==> src/rtl/dna_pkg.sv <==
// Shared definitions for the device-DNA port responder and the DNA reader.
// Both ends take the serial length from here so they agree on 57 bits.
package dna_pkg;

   localparam int DNA_WIDTH     = 57;
   localparam int DNA_CNT_W     = 7;

   // Reader side: bits captured per read and SHIFT pulses needed after READ
   // (the first bit is already on DOUT after the READ edge).
   localparam int DNA_RD_BITS   = DNA_WIDTH;
   localparam int DNA_RD_SHIFTS = DNA_WIDTH - 1;

   typedef enum logic [1:0] {
      ST_IDLE      = 2'd0,
      ST_LOADED    = 2'd1,
      ST_SHIFTING  = 2'd2,
      ST_EXHAUSTED = 2'd3
   } dna_state_e;

   function automatic logic [DNA_CNT_W-1:0] sat_inc7(input logic [DNA_CNT_W-1:0] v);
      return (&v) ? v : v + 1'b1;
   endfunction

endpackage

==> src/rtl/dna_port_responder.sv <==
// Stand-in for the 7-series DNA primitive. Holds a programmable fuse value,
// loads it into a shift register on READ and shifts it out MSB first on
// SHIFT, while tracking shift/load statistics and READ+SHIFT overlaps.
//
// Ports:
//   clk, rst_n          DNA port clock, async active-low reset
//   cfg_dna, cfg_load   new fuse value and its one-cycle load strobe
//   dnap_read           load fuse into shift register
//   dnap_shift          shift enable, dnap_din enters at the LSB
//   dnap_dout           shift register MSB (combinational)
//   shift_count         shifts since last READ, saturates at 127
//   exhausted           every fuse bit has been shifted out
//   load_count          READ loads since reset, saturating
//   err_overlap         sticky READ+SHIFT overlap flag, cleared by err_clear
//
// state        | meaning
// -------------+---------------------------------------------------
// ST_IDLE      | no READ since reset; shifts do not count
// ST_LOADED    | fuse loaded, no shifts yet
// ST_SHIFTING  | fuse bits still emerging on dnap_dout
// ST_EXHAUSTED | all fuse bits out; dout carries delayed DIN bits
module dna_port_responder #(
   parameter int                   DNA_WIDTH   = dna_pkg::DNA_WIDTH,
   parameter logic [DNA_WIDTH-1:0] DEFAULT_DNA = '0,
   parameter int                   CNT_WIDTH   = 16
) (
   input  logic                 clk,
   input  logic                 rst_n,
   input  logic [DNA_WIDTH-1:0] cfg_dna,
   input  logic                 cfg_load,
   input  logic                 dnap_read,
   input  logic                 dnap_shift,
   input  logic                 dnap_din,
   output logic                 dnap_dout,
   output logic [6:0]           shift_count,
   output logic                 exhausted,
   output logic [CNT_WIDTH-1:0] load_count,
   output logic                 err_overlap,
   input  logic                 err_clear
);
   import dna_pkg::*;

   localparam logic [6:0] EXH_COUNT = 7'(DNA_WIDTH);

   logic [DNA_WIDTH-1:0] fuse;
   logic [DNA_WIDTH-1:0] sr;
   dna_state_e           state;
   logic [6:0]           cnt_inc;

   assign cnt_inc   = sat_inc7(shift_count);
   assign dnap_dout = sr[DNA_WIDTH-1];
   assign exhausted = (state == ST_EXHAUSTED);

   // Fuse only changes the value seen by the next READ; a READ on the same
   // edge still captures the old fuse.
   always_ff @(posedge clk or negedge rst_n) begin
      if (!rst_n) begin
         fuse <= DEFAULT_DNA;
      end else if (cfg_load) begin
         fuse <= cfg_dna;
      end
   end

   always_ff @(posedge clk or negedge rst_n) begin
      if (!rst_n) begin
         sr          <= '0;
         shift_count <= '0;
         load_count  <= '0;
         state       <= ST_IDLE;
      end else if (dnap_read) begin
         sr          <= fuse;
         shift_count <= '0;
         state       <= ST_LOADED;
         if (load_count != {CNT_WIDTH{1'b1}}) begin
            load_count <= load_count + 1'b1;
         end
      end else if (dnap_shift) begin
         // The register shifts even before the first READ; only the
         // statistics wait for a load.
         sr <= {sr[DNA_WIDTH-2:0], dnap_din};
         if (state != ST_IDLE) begin
            shift_count <= cnt_inc;
            state       <= (cnt_inc >= EXH_COUNT) ? ST_EXHAUSTED : ST_SHIFTING;
         end
      end
   end

   // A set on the same edge as err_clear wins.
   always_ff @(posedge clk or negedge rst_n) begin
      if (!rst_n) begin
         err_overlap <= 1'b0;
      end else if (dnap_read && dnap_shift) begin
         err_overlap <= 1'b1;
      end else if (err_clear) begin
         err_overlap <= 1'b0;
      end
   end

endmodule

==> config.mk <==
export PLATFORM = sky130hd
export DESIGN_NAME = dna_port_responder
export DESIGN_NICKNAME = d
export VERILOG_FILES = /design/src/rtl/dna_pkg.sv /design/src/rtl/dna_port_responder.sv
export SDC_FILE = /design/constraint.sdc
export NUM_CORES = 1
export LEC_CHECK = 0
export ABC_CLOCK_PERIOD_IN_PS = 2100
export CAP_MARGIN = 15
export CORE_MARGIN = 2
export CORE_UTILIZATION = 60
export CTS_CLUSTER_SIZE = 16
export DETAILED_ROUTE_END_ITERATION = 8
export DONT_BUFFER_PORTS = 1
export GPL_TIMING_DRIVEN = 1
export PLACE_DENSITY = 0.79
export SKIP_LAST_GASP = 1
export SYNTH_ARGS = -nofsm -noshare
export SYNTH_HDL_FRONTEND = slang
export SYNTH_SLANG_ARGS = --single-unit
==> constraint.sdc <==
create_clock -name clk -period 2.1 [get_ports clk]
set_input_delay 0.42 -clock clk [delete_from_list [all_inputs] [get_ports clk]]
set_output_delay 0.42 -clock clk [all_outputs]
set_load 0.03 [all_outputs]
Word level (Yosys, flattened, before mapping)
Index checks and enable logic that the tools add are counted.
Widths: inputs -> output; s select.
Cells by class
  reduce and logical (&&, ||, !) cells: 8
  order comparisons: 1
  equal/unequal tests: 2
  add/sub/neg operators: 2
  mux-type cells: 12
Operators with widths (count)
  $mux 57: 2
  $mux 7: 4
  $add 16x1->16 const B: 1
  $ne 16x16->1 const B: 1
  $reduce_bool 2->1: 4
  $add 7x1->7 const B: 1
  $ge 7x6->1 const B: 1
  $reduce_and 7->1: 1
  $mux 2: 3
  $reduce_and 2->1: 2
  $mux 1: 3
  $eq 2x2->1 const B: 1
  $logic_and 1x1->1: 1
Storage, ports and cells
  register bits: 140
  word-level logic and storage cells: 31

Logic depth before layout (Yosys ltp)
  depth after elaboration: 7
  depth in mapped cells: 5

Worst setup path after synthesis
OpenSTA, ideal clock, no wires.
  path kind: register -> register
  from: register load_count[0]
  to: register load_count[14]
  path slack: 339 ps
  setup time: 128 ps
  arrival: 1634 ps
  buffers on the path: 0
  period minus slack after synthesis: 1761 ps
  stages on the path, launching flop included: 6
  cell sequence: dfrtp_1 ha_1 and4_1 nand2_1 nor3_1 mux2_1
On the way
  cells in the longest elaborated chain, start to end: 2
  elaborated cells between the ends (all ways): 3
  classes of those cells: 1 x add/sub; 1 x eq/ne; 1 x reduce/logical
RTL lines
  start, declared: line dna_port_responder.sv:37  | output logic [CNT_WIDTH-1:0] load_count,
  start signal, assigned: line dna_port_responder.sv:75  | load_count <= load_count + 1'b1;
  branches (longest 2 deep; another with $add 16x1->16)
Parallel ways; which one is timed is not known.
A chain may end at the register's enable or synchronous reset.

Worst setup path after layout
  from: register shift_count[1]
  to: register state[0]
On the way
  cells in the longest elaborated chain, start to end: 7
  elaborated cells between the ends (all ways): 8
  classes of those cells: 1 x add/sub; 1 x order compare; 5 x mux; 1 x reduce/logical
RTL lines
  start, declared: line dna_port_responder.sv:35  | output logic [6:0] shift_count,
  start signal, assigned: line dna_port_responder.sv:82  | shift_count <= cnt_inc;
  $add 7x1->7 / $reduce_and 7->1 (equally long branches): line dna_pkg.sv:21  | return (&v) ? v : v + 1'b1;
  $mux 7 (*): line dna_pkg.sv:21
  $ge 7x6->1 (*): line dna_port_responder.sv:83  | state <= (cnt_inc >= EXH_COUNT) ? ST_EXHAUSTED : ST_SHIFTING;
  $mux 1 (*): line dna_port_responder.sv:83
  $mux 2 (*): line dna_port_responder.sv:81  | if (state != ST_IDLE) begin
  $mux 2 (*): line dna_port_responder.sv:77  | end else if (dnap_shift) begin
  $mux 2 (*): line dna_port_responder.sv:70  | end else if (dnap_read) begin
  end signal, assigned: line dna_port_responder.sv:83
  end, declared: line dna_port_responder.sv:47  | dna_state_e state;
Mark *: on every way between the ends. The rest lies on a longest branch, timed or not. The select of a mux whose other input is x is not followed.

==> summary.md <==
| Metric | Value |
|---|---|
| Status | `finished with violations` |
| Violated checks | `negative hold slack` |
| Vias | `approximately 3700` |
| Post-synth EDFFs | `0` |
| Top post-synthesis cells by area | `dfrtp_1, mux2_2, mux2i_1, o21ai_0, nand2_1` |
| First-pass GRT wire length | `roughly 18000 microns` |
| Worst EP required | `roughly 2.6 ns` |
| Sequential power share | `0.455` |
| Reg2Reg Depth | `5` |
| Pwr Density | `approximately 1100 nW/um^2` |
| Final RePlAce weighted congestion | `around 0.83` |
| Starting Density | `0.6199` |
| I/O pin total | `90` |
| Final period util | `0.8868` |
| Largest net degree at the start of global routing | `around 140` |
| Top_reg_cell synth | `dfrtp_1` |
| GR Overflow Total | `0` |
| CP startpoint kind | `flip-flop` |
| Nets | `between 500 and 600` |
| Final WL | `about 10000 microns` |
| Top-count cell post-synth | `dfrtp_1` |
| Post-Syn Area | `a little over 6000 sq um` |
| Leak Pwr | `between 3 and 4 nW` |
| Min-delay worst type | `in -> async` |
| Final setup TNS | `0 ns` |
| Comb power frac | `0.103` |
| Antenna cells | `0` |
| Clock network power share | `0.443` |
| Antenna violations before repair | `0` |
| GRT Total Usage | `0.2068` |
| Worst reg-to-reg setup slack | `0.24 ns` |
| Warnings from Yosys | `0` |
| Root buffer selected by CTS | `clkbuf_8` |
| Crit path from | `shift_count[1]` |
| Final hold vios | `140` |
| Critical path class | `reg -> reg` |
| Die area | `approximately 11000 sq um` |
| Reg-to-reg critical path startpoint | `shift_count[1]` |
| CTS Buf Count | `17` |
| PortBufs | `0` |
| Post-synth top area share | `0.5782` |
| Vias per std cell | `approximately 5.7` |
| Post-synth cell types | `35` |
| #FFs+latches synth | `140` |
| Max Root-Sink Buffers | `2` |
| Int Power | `approximately 0.0055 W` |
| Number of global-route vias before repair | `3871` |
| CORE AREA | `slightly below 10000 sq um` |
| Final Max Tran Viols | `0` |
| Minimum clock period | `1.862 ns` |
| Clock slew seen by the registers of the worst setup and hold paths | `about 0.060 ns` |
| Area Growth Syn to Fin | `12.91%` |
| Max_cap viols | `0` |
| Sequential share of the synthesized area | `0.5782` |
| ANT nets after route | `0` |
| Yosys top cell by area | `dfrtp_1` |
| Hold-fix buffers, CTS | `2` |
| Die Ht | `approximately 100 microns` |
| Critical Path Sink Type | `flip-flop` |
| Final WS setup | `around 0.24 ns` |
| Hold Worst Slack | `-0.3952 ns` |
| Remaining DRCs | `0` |
| Worst-Skew Late Latency | `~0.51 ns` |
| Syn Nets | `~580` |
| CTS resizes | `0` |
| WP data arrival | `2.31 ns` |
| Top post-synthesis cells by count | `dfrtp_1, nand2_1, mux2i_1` |
| CTS tree | `yes` |
| Final setup violation count | `0` |
| VDD IR-drop max | `0.0006202 V` |
| Worst Path Max Fanout | `5` |
| Chip width | `between 100 and 150 microns` |
| Share of cells above drive strength 1 | `0.1962` |
| RSZ-0062 raised after global routing | `false` |
| Mapped Cells | `a little over 500` |
| Worst slew margin | `0.6913` |
| # fillers | `between 700 and 800` |
| CTS sink count | `140` |
| Crit Reg-Reg Endpoint | `state[0]` |
| DR WL/cell | `roughly 16 microns` |
| P_sw | `between 0.0015 and 0.002 W` |
| Worst-margin pin slew | `0.4614 ns` |
| Sw Share | `0.2353` |
| Avg Cell Area, Syn | `roughly 12 sq um` |
| DR iter-0 viols | `between 200 and 250` |
| Pre-CTS setup slack | `0.2836 ns` |
| Post-synth ARST share | `1.000` |
| Clock skew | `~0.0064 ns` |
| Number of detailed-route iterations in the first pass | `4` |
| Post-detail-place hpwl | `6544 microns` |
| Cell row count | `36` |
| Crit path capture | `state[0]` |
| Postcts setup bufs | `0` |
| H-tree levels | `4` |
| F_max | `around 0.54 GHz` |
==> logic make-up (layout without fill, tap and decap cells) <==
kind of cell,after synthesis,count (layout),share of synthesized area
simple gates,117,117,0.08837
xor+xnor,13,13,0.01879
fa+ha+maj,2,2,0.004129
compound gates,83,83,0.07392
mux,119,119,0.2088
buf+inv,35,51,0.02787
flops,140,140,0.5782
==> critical path: stages (launching register included) <==
cell and delay [ns]:
dfrtp_1 0.57, ha_1 0.32, nand4_1 0.21, o2111a_1 0.29, nor4_1 0.25, a211o_1 0.17
==> metal layers <==
layer	global-route usage	vias up	share of wire
li1	-	1792	-
met1	0.2584	1828	0.43
met2	0.3361	103	0.50
met3	0.06642	15	0.055
met4	0.08012	0	0.014
met5	0	-	0
==> cells in the final DEF (no fill, tap or decap) <==
master         netlist  final
xnor2_1              7      7
o22a_1               1      1
o211ai_1             1      1
xor2_1               6      6
a211oi_1             3      3
mux2i_1             60     60
nor2_1              12     12
o21a_1               1      1
clkbuf_16            0     16
nor3_1               5      5
and2_1               4      4
nand4_1              8      8
clkbuf_1            11      1
dlygate4sd3_1        0      2
and4_1               6      6
ha_1                 2      2
nand3_1              7      7
o2111a_1             1      1
buf_4                2     14
mux2_2              57     57
nand2b_1             2      2
o21ai_1              2      2
clkinv_4             0      1
o21ai_0             59     59
mux2_1               2      2
inv_1                3      3
nand2_1             67     67
a31oi_1              2      2
and3_1               4      4
clkinvlp_4           0      2
a22o_1               1      1
clkbuf_8             0      4
bufinv_16            0      5
clkinv_2             0      3
dfrtp_1            140    140
and2_2               1      1
a21oi_1             11     11
a211o_1              1      1
nor4_1               1      1
==> registers in the layout, indices dropped and copies added (netlist names) <==
register,flops
shift_count,7
err_overlap,1
fuse,57
sr,57
load_count,16
state,2
==> through the flow <==
stage                     cell area (sq um)  cells  utilization  total power (W)
after floorplan                        6060    509            -         0.003931
after global placement                 6173    624       0.6316         0.004033
after global routing                   6842    658       0.6999         0.007563
after CTS                              6842    658       0.6999         0.007333
after detailed placement               6173    624       0.6316         0.004089
final                                  6842    658       0.6999         0.007252
==> power groups by stage <==
stage,combinational (W),clock [W],sequential (W)
after floorplan,0.000528,0,0.00340
after global placement,0.000710,0,0.00332
after detailed placement,0.000747,0,0.00334
after CTS,0.000759,0.00328,0.00330
after global routing,0.000834,0.00338,0.00335
final,0.000747,0.00321,0.00330
==> how the worst min path moves through the flow <==
stage | cells past startpoint | endpoint
final | 0 | sr[2]
after global routing | 0 | sr[3]
after CTS | 0 | sr[3]
after detailed placement | 0 | sr[3]
after global placement | 0 | err_overlap
after floorplan | 0 | err_overlap
==> layout make-up <==
class	count	area, sq um	share of cell area
Clock inverter	11	188.9	0.02762
Sequential cell	140	3503	0.5121
Multi-Input combinational cell	334	2387	0.3489
Tap cell	133	166.4	0.02432
Clock buffer	21	459.2	0.06712
Timing Repair Buffer	16	125.1	0.01829
Inverter	3	11.26	0.001646
Power figures use the tool's default switching activity.
